===== src/rtl/bpf_pkg.sv =====
// Shared band codes, FSM states and frame helper
// for the band-pass filter relay driver.
package bpf_pkg;

  localparam logic [2:0] BAND_6M_12M5  = 3'd0;
  localparam logic [2:0] BAND_20M_30M  = 3'd1;
  localparam logic [2:0] BAND_2M5_6M   = 3'd2;
  localparam logic [2:0] BAND_12M5_20M = 3'd3;
  localparam logic [2:0] BAND_0_2M5    = 3'd6;

  typedef enum logic [2:0] {
    ST_IDLE,
    ST_PRE,
    ST_SHIFT,
    ST_LATCH,
    ST_SETTLE
  } bpf_state_e;

  function automatic logic [7:0] onehot8(
    input logic [2:0] c
  );
    onehot8 = 8'd1 << c;
  endfunction

endpackage


===== src/rtl/bpf_relay_drv_if.sv =====
// Serial bus to the filter-board 74HC595:
// shift clock, data and storage latch.
interface bpf_relay_drv_if;
  logic sr_sck;
  logic sr_data;
  logic sr_latch;

  modport master (
    output sr_sck,
    output sr_data,
    output sr_latch
  );

  modport slave (
    input sr_sck,
    input sr_data,
    input sr_latch
  );
endinterface


===== src/rtl/bpf_shift_out.sv =====
// 8-bit MSB-first serializer with SCK divider;
// one-cycle start in, one-cycle done out.
import bpf_pkg::*;

module bpf_shift_out #(
  parameter int SCK_HALF = 8
) (
  input  logic       clk,
  input  logic       reset_n,
  input  logic       start_i,
  input  logic [7:0] frame_i,
  output logic       sck_o,
  output logic       data_o,
  output logic       done_o
);

  localparam int DW =
    (SCK_HALF > 1) ? $clog2(SCK_HALF) : 1;

  logic [DW-1:0] div_q, div_d;
  logic [2:0]    bit_q, bit_d;
  logic [7:0]    sr_q, sr_d;
  logic          sck_q, sck_d;
  logic          act_q, act_d;
  logic          half_end;

  assign half_end = div_q == DW'(SCK_HALF - 1);

  always_comb begin
    div_d  = div_q;
    bit_d  = bit_q;
    sr_d   = sr_q;
    sck_d  = sck_q;
    act_d  = act_q;
    done_o = 1'b0;
    if (start_i) begin
      div_d = '0;
      bit_d = '0;
      sr_d  = frame_i;
      sck_d = 1'b0;
      act_d = 1'b1;
    end else if (act_q) begin
      div_d = half_end ? '0 : div_q + 1'b1;
      if (half_end) begin
        sck_d = ~sck_q;
        // data advances only on the falling SCK edge
        if (sck_q) begin
          sr_d  = {sr_q[6:0], 1'b0};
          bit_d = bit_q + 1'b1;
          if (bit_q == 3'd7) begin
            act_d  = 1'b0;
            done_o = 1'b1;
          end
        end
      end
    end
  end

  always_ff @(posedge clk or negedge reset_n) begin
    if (!reset_n) begin
      div_q <= '0;
      bit_q <= '0;
      sr_q  <= '0;
      sck_q <= 1'b0;
      act_q <= 1'b0;
    end else begin
      div_q <= div_d;
      bit_q <= bit_d;
      sr_q  <= sr_d;
      sck_q <= sck_d;
      act_q <= act_d;
    end
  end

  assign sck_o  = sck_q;
  assign data_o = sr_q[7];

endmodule


===== src/rtl/bpf_relay_drv.sv =====
// Band-filter relay driver: debounces the band code,
// mutes, shifts a one-hot frame, latches and settles.
import bpf_pkg::*;

module bpf_relay_drv #(
  parameter int STABLE_CYC = 1024,
  parameter int PRE_CYC    = 64,
  parameter int SCK_HALF   = 8,
  parameter int SETTLE_CYC = 245760
) (
  input  logic             clk,
  input  logic             reset_n,
  input  logic [2:0]       bpf_req,
  input  logic             force_i,
  bpf_relay_drv_if.master  sr,
  output logic             mute,
  output logic             busy,
  output logic [2:0]       bpf_cur
);

  localparam int CW = $clog2(STABLE_CYC + 1);
  localparam int TW = 32;

  bpf_state_e    st_q, st_d;
  logic [CW-1:0] cnt_q, cnt_d;
  logic [TW-1:0] tmr_q, tmr_d;
  logic [2:0]    req_q;
  logic [2:0]    code_q, code_d;
  logic [2:0]    cur_q, cur_d;
  logic          pend_q, pend_d;
  logic          first_q, first_d;
  logic          mute_q, mute_d;
  logic          latch_q, latch_d;
  logic          sat, xfer, start, done;
  logic          sck_w, dat_w;
  logic [7:0]    frame_w;

  assign sat  = cnt_q == CW'(STABLE_CYC - 1);
  assign xfer = sat &&
    (req_q != cur_q || pend_q || first_q);

  always_comb begin
    cnt_d = cnt_q;
    if (bpf_req != req_q) cnt_d = '0;
    else if (!sat)        cnt_d = cnt_q + 1'b1;
  end

  always_comb begin
    st_d    = st_q;
    tmr_d   = tmr_q + 1'b1;
    code_d  = code_q;
    cur_d   = cur_q;
    mute_d  = mute_q;
    latch_d = latch_q;
    first_d = first_q;
    pend_d  = pend_q | force_i;
    start   = 1'b0;
    unique case (st_q)
      ST_IDLE: begin
        tmr_d = '0;
        if (xfer) begin
          st_d    = ST_PRE;
          code_d  = req_q;
          mute_d  = 1'b1;
          first_d = 1'b0;
          pend_d  = force_i;
        end
      end
      ST_PRE: begin
        if (tmr_q == TW'(PRE_CYC - 1)) begin
          st_d  = ST_SHIFT;
          start = 1'b1;
        end
      end
      ST_SHIFT: begin
        if (done) begin
          st_d    = ST_LATCH;
          tmr_d   = '0;
          latch_d = 1'b1;
          cur_d   = code_q;
        end
      end
      ST_LATCH: begin
        if (tmr_q == TW'(SCK_HALF - 1)) begin
          st_d    = ST_SETTLE;
          tmr_d   = '0;
          latch_d = 1'b0;
        end
      end
      ST_SETTLE: begin
        if (tmr_q == TW'(SETTLE_CYC - 1)) begin
          st_d   = ST_IDLE;
          mute_d = 1'b0;
        end
      end
      default: st_d = ST_IDLE;
    endcase
  end

  always_ff @(posedge clk or negedge reset_n) begin
    if (!reset_n) begin
      st_q    <= ST_IDLE;
      cnt_q   <= '0;
      tmr_q   <= '0;
      req_q   <= '0;
      code_q  <= '0;
      cur_q   <= '0;
      pend_q  <= 1'b0;
      first_q <= 1'b1;
      mute_q  <= 1'b1;
      latch_q <= 1'b0;
    end else begin
      st_q    <= st_d;
      cnt_q   <= cnt_d;
      tmr_q   <= tmr_d;
      req_q   <= bpf_req;
      code_q  <= code_d;
      cur_q   <= cur_d;
      pend_q  <= pend_d;
      first_q <= first_d;
      mute_q  <= mute_d;
      latch_q <= latch_d;
    end
  end

  assign frame_w = onehot8(code_q);

  bpf_shift_out #(
    .SCK_HALF(SCK_HALF)
  ) u_shift (
    .clk     (clk),
    .reset_n (reset_n),
    .start_i (start),
    .frame_i (frame_w),
    .sck_o   (sck_w),
    .data_o  (dat_w),
    .done_o  (done)
  );

  assign sr.sr_sck   = sck_w;
  assign sr.sr_data  = dat_w;
  assign sr.sr_latch = latch_q;
  assign mute        = mute_q;
  assign busy        = st_q != ST_IDLE;
  assign bpf_cur     = cur_q;

endmodule


===== src/flat_wrapper.sv =====
// flat-port wrapper written by rule: the top's interface ports become plain ports
module bpf_relay_drv_flat 
#(
  parameter int STABLE_CYC = 1024,
  parameter int PRE_CYC    = 64,
  parameter int SCK_HALF   = 8,
  parameter int SETTLE_CYC = 245760
)
  (clk, reset_n, bpf_req, force_i, mute, busy, bpf_cur, sr_sr_sck, sr_sr_data, sr_sr_latch);
  bpf_relay_drv_if sr_i ();
  input  logic clk;
  input  logic reset_n;
  input  logic [2:0] bpf_req;
  input  logic force_i;
  output logic mute;
  output logic busy;
  output logic [2:0] bpf_cur;
  output wire logic [$bits(sr_i.sr_sck)-1:0] sr_sr_sck;
  output wire logic [$bits(sr_i.sr_data)-1:0] sr_sr_data;
  output wire logic [$bits(sr_i.sr_latch)-1:0] sr_sr_latch;
  assign sr_sr_sck = sr_i.sr_sck;
  assign sr_sr_data = sr_i.sr_data;
  assign sr_sr_latch = sr_i.sr_latch;
  bpf_relay_drv #(.STABLE_CYC(STABLE_CYC), .PRE_CYC(PRE_CYC), .SCK_HALF(SCK_HALF), .SETTLE_CYC(SETTLE_CYC)) u_core (.clk(clk), .reset_n(reset_n), .bpf_req(bpf_req), .force_i(force_i), .sr(sr_i), .mute(mute), .busy(busy), .bpf_cur(bpf_cur));
endmodule

===== config.mk =====
export PLATFORM = sky130hd
export DESIGN_NAME = bpf_relay_drv_flat
export DESIGN_NICKNAME = d
export VERILOG_FILES = /design/src/rtl/bpf_pkg.sv /design/src/rtl/bpf_relay_drv_if.sv /design/src/rtl/bpf_shift_out.sv /design/src/rtl/bpf_relay_drv.sv /design/src/flat_wrapper.sv
export SDC_FILE = /design/constraint.sdc
export NUM_CORES = 1
export LEC_CHECK = 0
export CAP_MARGIN = 20
export CORE_AREA = 2 2 92 94
export CTS_CLUSTER_SIZE = 40
export DETAILED_ROUTE_END_ITERATION = 8
export DIE_AREA = 0 0 94 96
export HOLD_SLACK_MARGIN = 0.06
export RECOVER_POWER = 50
export SETUP_SLACK_MARGIN = 0.2
export SLEW_MARGIN = 20
export SYNTH_ARGS = -nofsm -noshare
export SYNTH_HDL_FRONTEND = slang
export SYNTH_SLANG_ARGS = --single-unit
export TNS_END_PERCENT = 1

===== constraint.sdc =====
create_clock -name clk -period 2.4 [get_ports clk]
set_input_delay 0.48 -clock clk [delete_from_list [all_inputs] [get_ports clk]]
set_output_delay 0.48 -clock clk [all_outputs]
set_load 0.01 [all_outputs]

==> key figures, run 1 <==
Worst setup path
  – R2R setup slack: 360 ps
  – Worst EP arrival: 2310 ps
  – CP max FO: 7
  – Crit start category: flip-flop
  – Max incr delay on CP: 450 ps
  – Origin of the critical flop-to-flop path: u_core.tmr_q[0]
  – Crit path launch: u_core.tmr_q[0]
  – Cell breakdown of the critical path: ha_1 > nand2_1 > nor4_1 > nand4_1 > buf_4 > or4b_1 > o21ai_1
  – Crit path kind: reg2reg
  – WP buf/inv: 1
  – CP Data Required Time: 2670 ps
  – Critical-path top delay cell: or4b_1
  – CP delay by family, top: simple AND/OR/NAND/NOR gates
  – Element type at the critical path end: flip-flop

Power
  – LEAKAGE: roughly 1.8 nW
  – Power per cell area: around 570 mW/mm^2
  – Maximum vdd drop: 0.261 mV

Layout
  – P&R area growth vs syn: 13.4%
  – Nets@finish: between 300 and 400
  – Share of cells above drive strength 1: 12.3%
  – Area of the multi-input gates: about 0.0018 mm^2
  – Filler instances: about 740
  – Final Util: roughly 53%
  – Antenna cells: 0
  – Register Area: approximately 0.0019 mm^2

CTS
  – Number of CTS-inserted buffers: 9
  – Clk slew on worst S/H paths: 80 ps
  – CTS tree: built
  – Root Driver: clkbuf_8
  – H-tree levels: 3
  – CTS sink count: between 70 and 80
  – Maximum clock path buffer count: 2
  – Worst skew pair latency: 350 ps

Routing
  – Initial drt markers: 146
  – Via count: about 2700
  – Vias/cell: 5.36
  – WL/cell: 14.2 um
  – Detailed Route WL: between 7000 and 8000 um
  – DRC viols: 0
  – Drt first pass iters: 4
  – Detail Route Antenna Nets: 0

GRT
  – Total grt overflow: 0
  – Pin count of the biggest net entering global routing: between 40 and 50
  – Initial antenna violation count: 0
  – Global-route wire length before repair: 12200 um
  – Total track usage: 17.2%
  – Vias in the first global route: 2560

Timing
  – # setup viols final: 0
  – Hold Vio Cnt, Final: 0
  – RSZ-0062 raised after global routing: true
  – Rel. slew slack: 52.5%
  – Fin crit share: roughly 85%
  – Peak Freq: 0.490 GHz
  – WHS: roughly 500 ps
  – Setup TNS: 0 ps
  – Setup WS post-layout: about 360 ps
  – Fin crit period: 2040 ps
  – Clock Skew: 12.4 ps
  – Max Slew Vio Count: 0
  – Slew @ Worst Pin: 712 ps

Floorplan
  – Initial Utilization: 46.7%
  – Io pins: 14
  – Die H: ~96 um
  – Die width: 94 um
  – Die footprint: 0.00902 mm^2
  – Row count: 33
  – CORE AREA: ~0.0081 mm^2

Synthesis
  – Synth area leader: dfrtp_1
  – Mapped cell area: 0.00376 mm^2
  – Synth unique cells: 45
  – Asr flop ratio synth: between 90% and 100%
  – Ys flop type: dfrtp_1
  – Yosys warns: 0
  – Synth top cells by count: 73 x dfrtp_1, 57 x nor2_1, 28 x xor2_1, 25 x nand3_1
  – Net count of the mapped netlist: approximately 380
  – Post-synth EDFFs: 0
  – Post-synthesis instance total: 365
  – Synth top area share: 48.6%
  – Most frequent cell after synthesis: dfrtp_1
  – Post-synthesis sequential area ratio: 50.0%
  – Seq cells post-synth: 75
  – Top cells by area, synth: dfrtp_1 49%, xor2_1 6.5%, nor2_1 5.7%
  – Syn Area/Cell: 10.3 um^2

Placed design
  – RePlAce Congestion: 0.793
  – IO buf count: 13
  – DP HPWL: 4740 um
  – Pre-CTS WS: between 300 and 400 ps

Status
  – Status: complete, no violations

Flow run
  – Max Cap Violations: 0

Hold path
  – Worst Min Path Start: u_core.first_q
  – Worst min path class: reg2reg
## area by class of cell
class	instances	area share (%)
clock buffers	9	2.91
clock inverters	7	2.35
inverters	5	0.441
multi-input cells	269	41.6
flip-flops and latches	75	44.2
well taps	105	3.09
repair buffers	26	5.47
## per-layer routing
| layer | vias up | wire (um) | global-route usage (%) |
|---|---|---|---|
| li1 | 1326 | - | - |
| met1 | 1277 | 3560 | 24.4 |
| met2 | 46 | 3150 | 26.1 |
| met3 | 8 | 210 | 3.29 |
| met4 | 0 | 107 | 6.88 |
| met5 | - | 0 | 0 |
## sequential cells by signal, summed over array words and instances, names as in the netlist
register              count
u_core.u_shift.sr_q       8
u_core.req_q              3
u_core.tmr_q             32
u_core.code_q             3
u_core.u_shift.sck_o      1
u_core.u_shift.bit_q      3
u_core.u_shift.div_q      3
u_core.sr.sr_latch        1
u_core.pend_q             1
u_core.u_shift.act_q      1
u_core.mute               1
u_core.st_q               3
u_core.bpf_cur            3
u_core.cnt_q             11
u_core.first_q            1
## metrics by stage
stage,total power [mW],instance area [um^2],instances
3_3_place_gp,1.35,4030,478
6_report,2.41,4260,496
5_1_grt,2.51,4260,496
3_5_place_dp,1.36,4030,478
4_1_cts,2.46,4260,495
2_1_floorplan,1.31,3760,365
## report_power, final
group	switching (mW)	total (mW)	leakage, nW	internal [mW]
combinational	0.0357	0.0515	0.666	0.0158
clock	0.497	1.09	0.102	0.592
sequential	0.00494	1.27	1.02	1.27
total	0.538	2.41	1.79	1.87
## cells in the final DEF (no fill, tap or decap), drive strengths merged, types with 5 or more instances in the layout
cell,instances
nand4,20
buf,10
xnor2,15
clkbuf,12
o21ai,11
mux2i,9
nor3,8
nand2,19
nand3,25
xor2,28
mux2,9
dfrtp,73
inv,7
a21oi,7
nor4,10
ha,6
clkdlybuf4s50,8
or3,5
nor2,57
## worst paths after layout
kind | endpoint | cells after the start
setup / recovery | u_core.u_shift.sr_q[1] | 7
hold / removal | u_core.first_q | 1
setup reg to reg | u_core.u_shift.sr_q[1] | 7
hold reg to reg | u_core.first_q | 1
max in group asynchronous | u_core.st_q[2] | 3
min in group asynchronous | u_core.u_shift.bit_q[0] | 2
## kinds of logic (layout without fill, tap and decap cells)
logic type,Yosys count,after routing,synth area share (%)
and+or+nand+nor,169,169,23.0
adders and majority gates,6,6,2.00
AOI/OAI and AO/OA,33,33,6.53
xor gates and xnor gates,43,43,10.0
buffers and inverters,21,47,3.00
muxes,18,18,5.40
DFF,75,75,50.0
## repair_timing
action | CTS | global route
gates cloned | 0 | 0
buffers inserted | 0 | 1
pin swaps | 0 | 1
hold buffers | 1 | 0
endpoints found under the setup margin | 1 | 7
gates resized for setup | 3 | 1
hold endpoints to repair | 17 | 0
(Power assumes the default switching activity.)
==> inputs of run 2 (changes only) <==
--- a/config.mk
+++ b/config.mk
@@ -7,8 +7,8 @@
 export LEC_CHECK = 0
 export CAP_MARGIN = 20
-export CORE_AREA = 2 2 92 94
+export CORE_AREA = 2 2 129 68
 export CTS_CLUSTER_SIZE = 40
 export DETAILED_ROUTE_END_ITERATION = 8
-export DIE_AREA = 0 0 94 96
+export DIE_AREA = 0 0 131 70
 export HOLD_SLACK_MARGIN = 0.06
 export RECOVER_POWER = 50
@@ -18,3 +18,3 @@
 export SYNTH_HDL_FRONTEND = slang
 export SYNTH_SLANG_ARGS = --single-unit
-export TNS_END_PERCENT = 1
+export TNS_END_PERCENT = 20
==> constraint.sdc (replaced) <==
create_clock -name clk -period 2.4 [get_ports clk]
set_input_delay 0.48 -clock clk [delete_from_list [all_inputs] [get_ports clk]]
set_output_delay 0.48 -clock clk [all_outputs]
set_load 0.005 [all_outputs]
==> key figures, run 2 (same netlist as run 1, synthesis figures left out) <==
Worst setup path
  – FF-to-FF End: u_core.code_q[0]
  – FF-to-FF path depth: 6 (-1)
  – Worst EP arrival: 1700 ps (-610 ps)
  – CP endpoint: busy
  – Origin of the critical flop-to-flop path: u_core.cnt_q[0]
  – CP max FO: 8 (+1)
  – Crit path launch: u_core.st_q[2]
  – Crit path kind: reg2out
  – Crit start category: flip-flop
  – Element type at the critical path end: output pin
  – CP Data Required Time: 1920 ps (-750 ps)
  – R2R setup slack: 290 ps (-70 ps)

CTS
  – Worst skew pair latency: 330 ps (-20 ps)
  – Post-cts sizing count: 2 (-1)
  – Root Driver: clkbuf_16
  – Clk slew on worst S/H paths: 60 ps (-20 ps)
  – # hold bufs at CTS: 0 (-1)
  – Post-CTS setup buffer count: 0 (unchanged)
  – CTS tree: built
  – Number of CTS-inserted buffers: 9 (unchanged)
  – Maximum clock path buffer count: 2 (unchanged)
  – CTS sink count: 75 (unchanged)
  – H-tree levels: 3 (unchanged)

Timing
  – Fin crit period: 2180 ps (+137 ps)
  – Hold Vio Cnt, Final: 0 (unchanged)
  – # setup viols final: 0 (unchanged)
  – Clock Skew: 3.88 ps (-8.54 ps)
  – Rel. slew slack: 33.8% (-19 points)
  – Fin crit share: 90.8% (+5.7 points)
  – Setup TNS: 0 ps (unchanged)
  – Slew @ Worst Pin: 993 ps (+281 ps)
  – Max Slew Vio Count: 0 (unchanged)
  – Setup WS post-layout: 221 ps (-137 ps)
  – RSZ-0062 raised after global routing: true
  – Peak Freq: 0.459 GHz (-6.3%)

Routing
  – WL/cell: 15.6 um (+10%)
  – Drt first pass iters: 4 (unchanged)
  – Detailed Route WL: 7920 um (+13%)
  – DRC viols: 0 (unchanged)
  – Detail Route Antenna Nets: 0 (unchanged)
  – Vias/cell: 5.35 (-0.19%)
  – Initial drt markers: 173 (+18%)
  – Via count: 2716 (+2.2%)

Floorplan
  – Die width: 131 um (+39%)
  – Row count: 24 (-27%)
  – CORE AREA: 0.00826 mm^2 (+2.6%)
  – Die H: 70 um (-27%)
  – Io pins: 14 (unchanged)
  – Initial Utilization: 45.5% (-1.2 points)
  – Die footprint: 0.00917 mm^2 (+1.6%)

Placed design
  – Pre-CTS WS: 285 ps (-26.2 ps)
  – RePlAce Congestion: 0.767 (-3.3%)
  – Placed cells: 492 (+2.9%)
  – IO buf count: 13 (unchanged)
  – DP HPWL: 5520 um (+16%)

Power
  – Maximum vdd drop: 0.382 mV (+46%)
  – Power per cell area: 635 mW/mm^2 (+12%)
  – LEAKAGE: 1.85 nW (+3.3%)

Hold path
  – Worst min path class: in2async

GRT
  – Global-route wire length before repair: 13600 um (+12%)
  – Total track usage: 19.5% (+2.3 points)
  – Initial antenna violation count: 0 (unchanged)
  – Total grt overflow: 0 (unchanged)
  – Pin count of the biggest net entering global routing: 40 (-17%)
  – Vias in the first global route: 2589 (+1.1%)

Layout
  – Share of cells above drive strength 1: 13.0% (+0.77 points)
  – Top Registers: u_core.tmr_q (32), u_core.cnt_q (11), u_core.u_shift.sr_q (8)
  – P&R area growth vs syn: 16.9%
  – Finished Layout Cells: 508 (+2.4%)
  – Most common cell after layout, fill and taps aside: dfrtp_1
  – Most frequent cells in the layout: 72 x dfrtp_1, 57 x nor2_1, 28 x xor2_1
  – Biggest register: u_core.tmr_q
  – Number of flip-flops in the largest register: 32 (unchanged)
  – Nets@finish: 398 (unchanged)
  – Antenna cells: 0 (unchanged)

Status
  – Status: complete, no violations

Flow run
  – Max Cap Violations: 0 (unchanged)
==> run 2: cell count changes in the layout (fill, tap and decap cells not counted), sizes merged <==
cell,before,now
inv,7,5
dlygate4sd3,4,3
buf,10,11
clkinvlp,3,0
clkbuf,12,14
dlygate4sd2,1,0
clkinv,0,3
clkdlybuf4s50,8,9
==> run 2: area by class of cell <==
cell class | instances | area, um^2
inverters | 5 | 18.8
well taps | 117 | 146
flip-flops and latches | 75 | 1880
clock buffers | 11 | 253
repair buffers | 26 | 229
multi-input cells | 269 | 1790
fillers | 737 | 3870
clock inverters | 5 | 75.1
==> run 2: worst min path at each step <==
stage | start | cells after the start | endpoint
2_1_floorplan | reset_n | 0 | u_core.bpf_cur[0]
3_3_place_gp | reset_n | 1 | u_core.tmr_q[5]
3_5_place_dp | u_core.first_q | 1 | u_core.first_q
4_1_cts | reset_n | 1 | u_core.tmr_q[18]
5_1_grt | reset_n | 1 | u_core.tmr_q[5]
6_report | reset_n | 1 | u_core.tmr_q[18]
==> run 2: power by group <==
part	switching (mW)	leakage [nW]	internal, mW	total (mW)
registers	0.00453	1.03	1.27	1.27
clock network	0.503	0.165	0.961	1.46
logic	0.0362	0.662	0.0143	0.0505
total	0.544	1.85	2.24	2.79
==> run 2: worst max-delay path, stage by stage (launching register included) <==
cell and delay [ps]:
dfrtp_2 480, or3_4 430, clkdlybuf4s50_1 460
==> run 2: routing by layer <==
layer  global-route usage, %  routed length [um]
met1                    32.4                4450
met2                    23.6                2930
met3                    6.13                 450
met4                    4.96                  82
met5                       0                   0
==> run 2: per-stage QoR <==
stage	hold slack, ps	cell area (um^2)	total power [mW]	utilization, %
floorplan	184	3760	1.31	-
global placement	479	4060	1.35	49.2
CTS	135	4390	2.84	53.2
finish	284	4390	2.79	53.2
global route	371	4390	2.88	53.2
detailed placement	484	4060	1.36	49.2
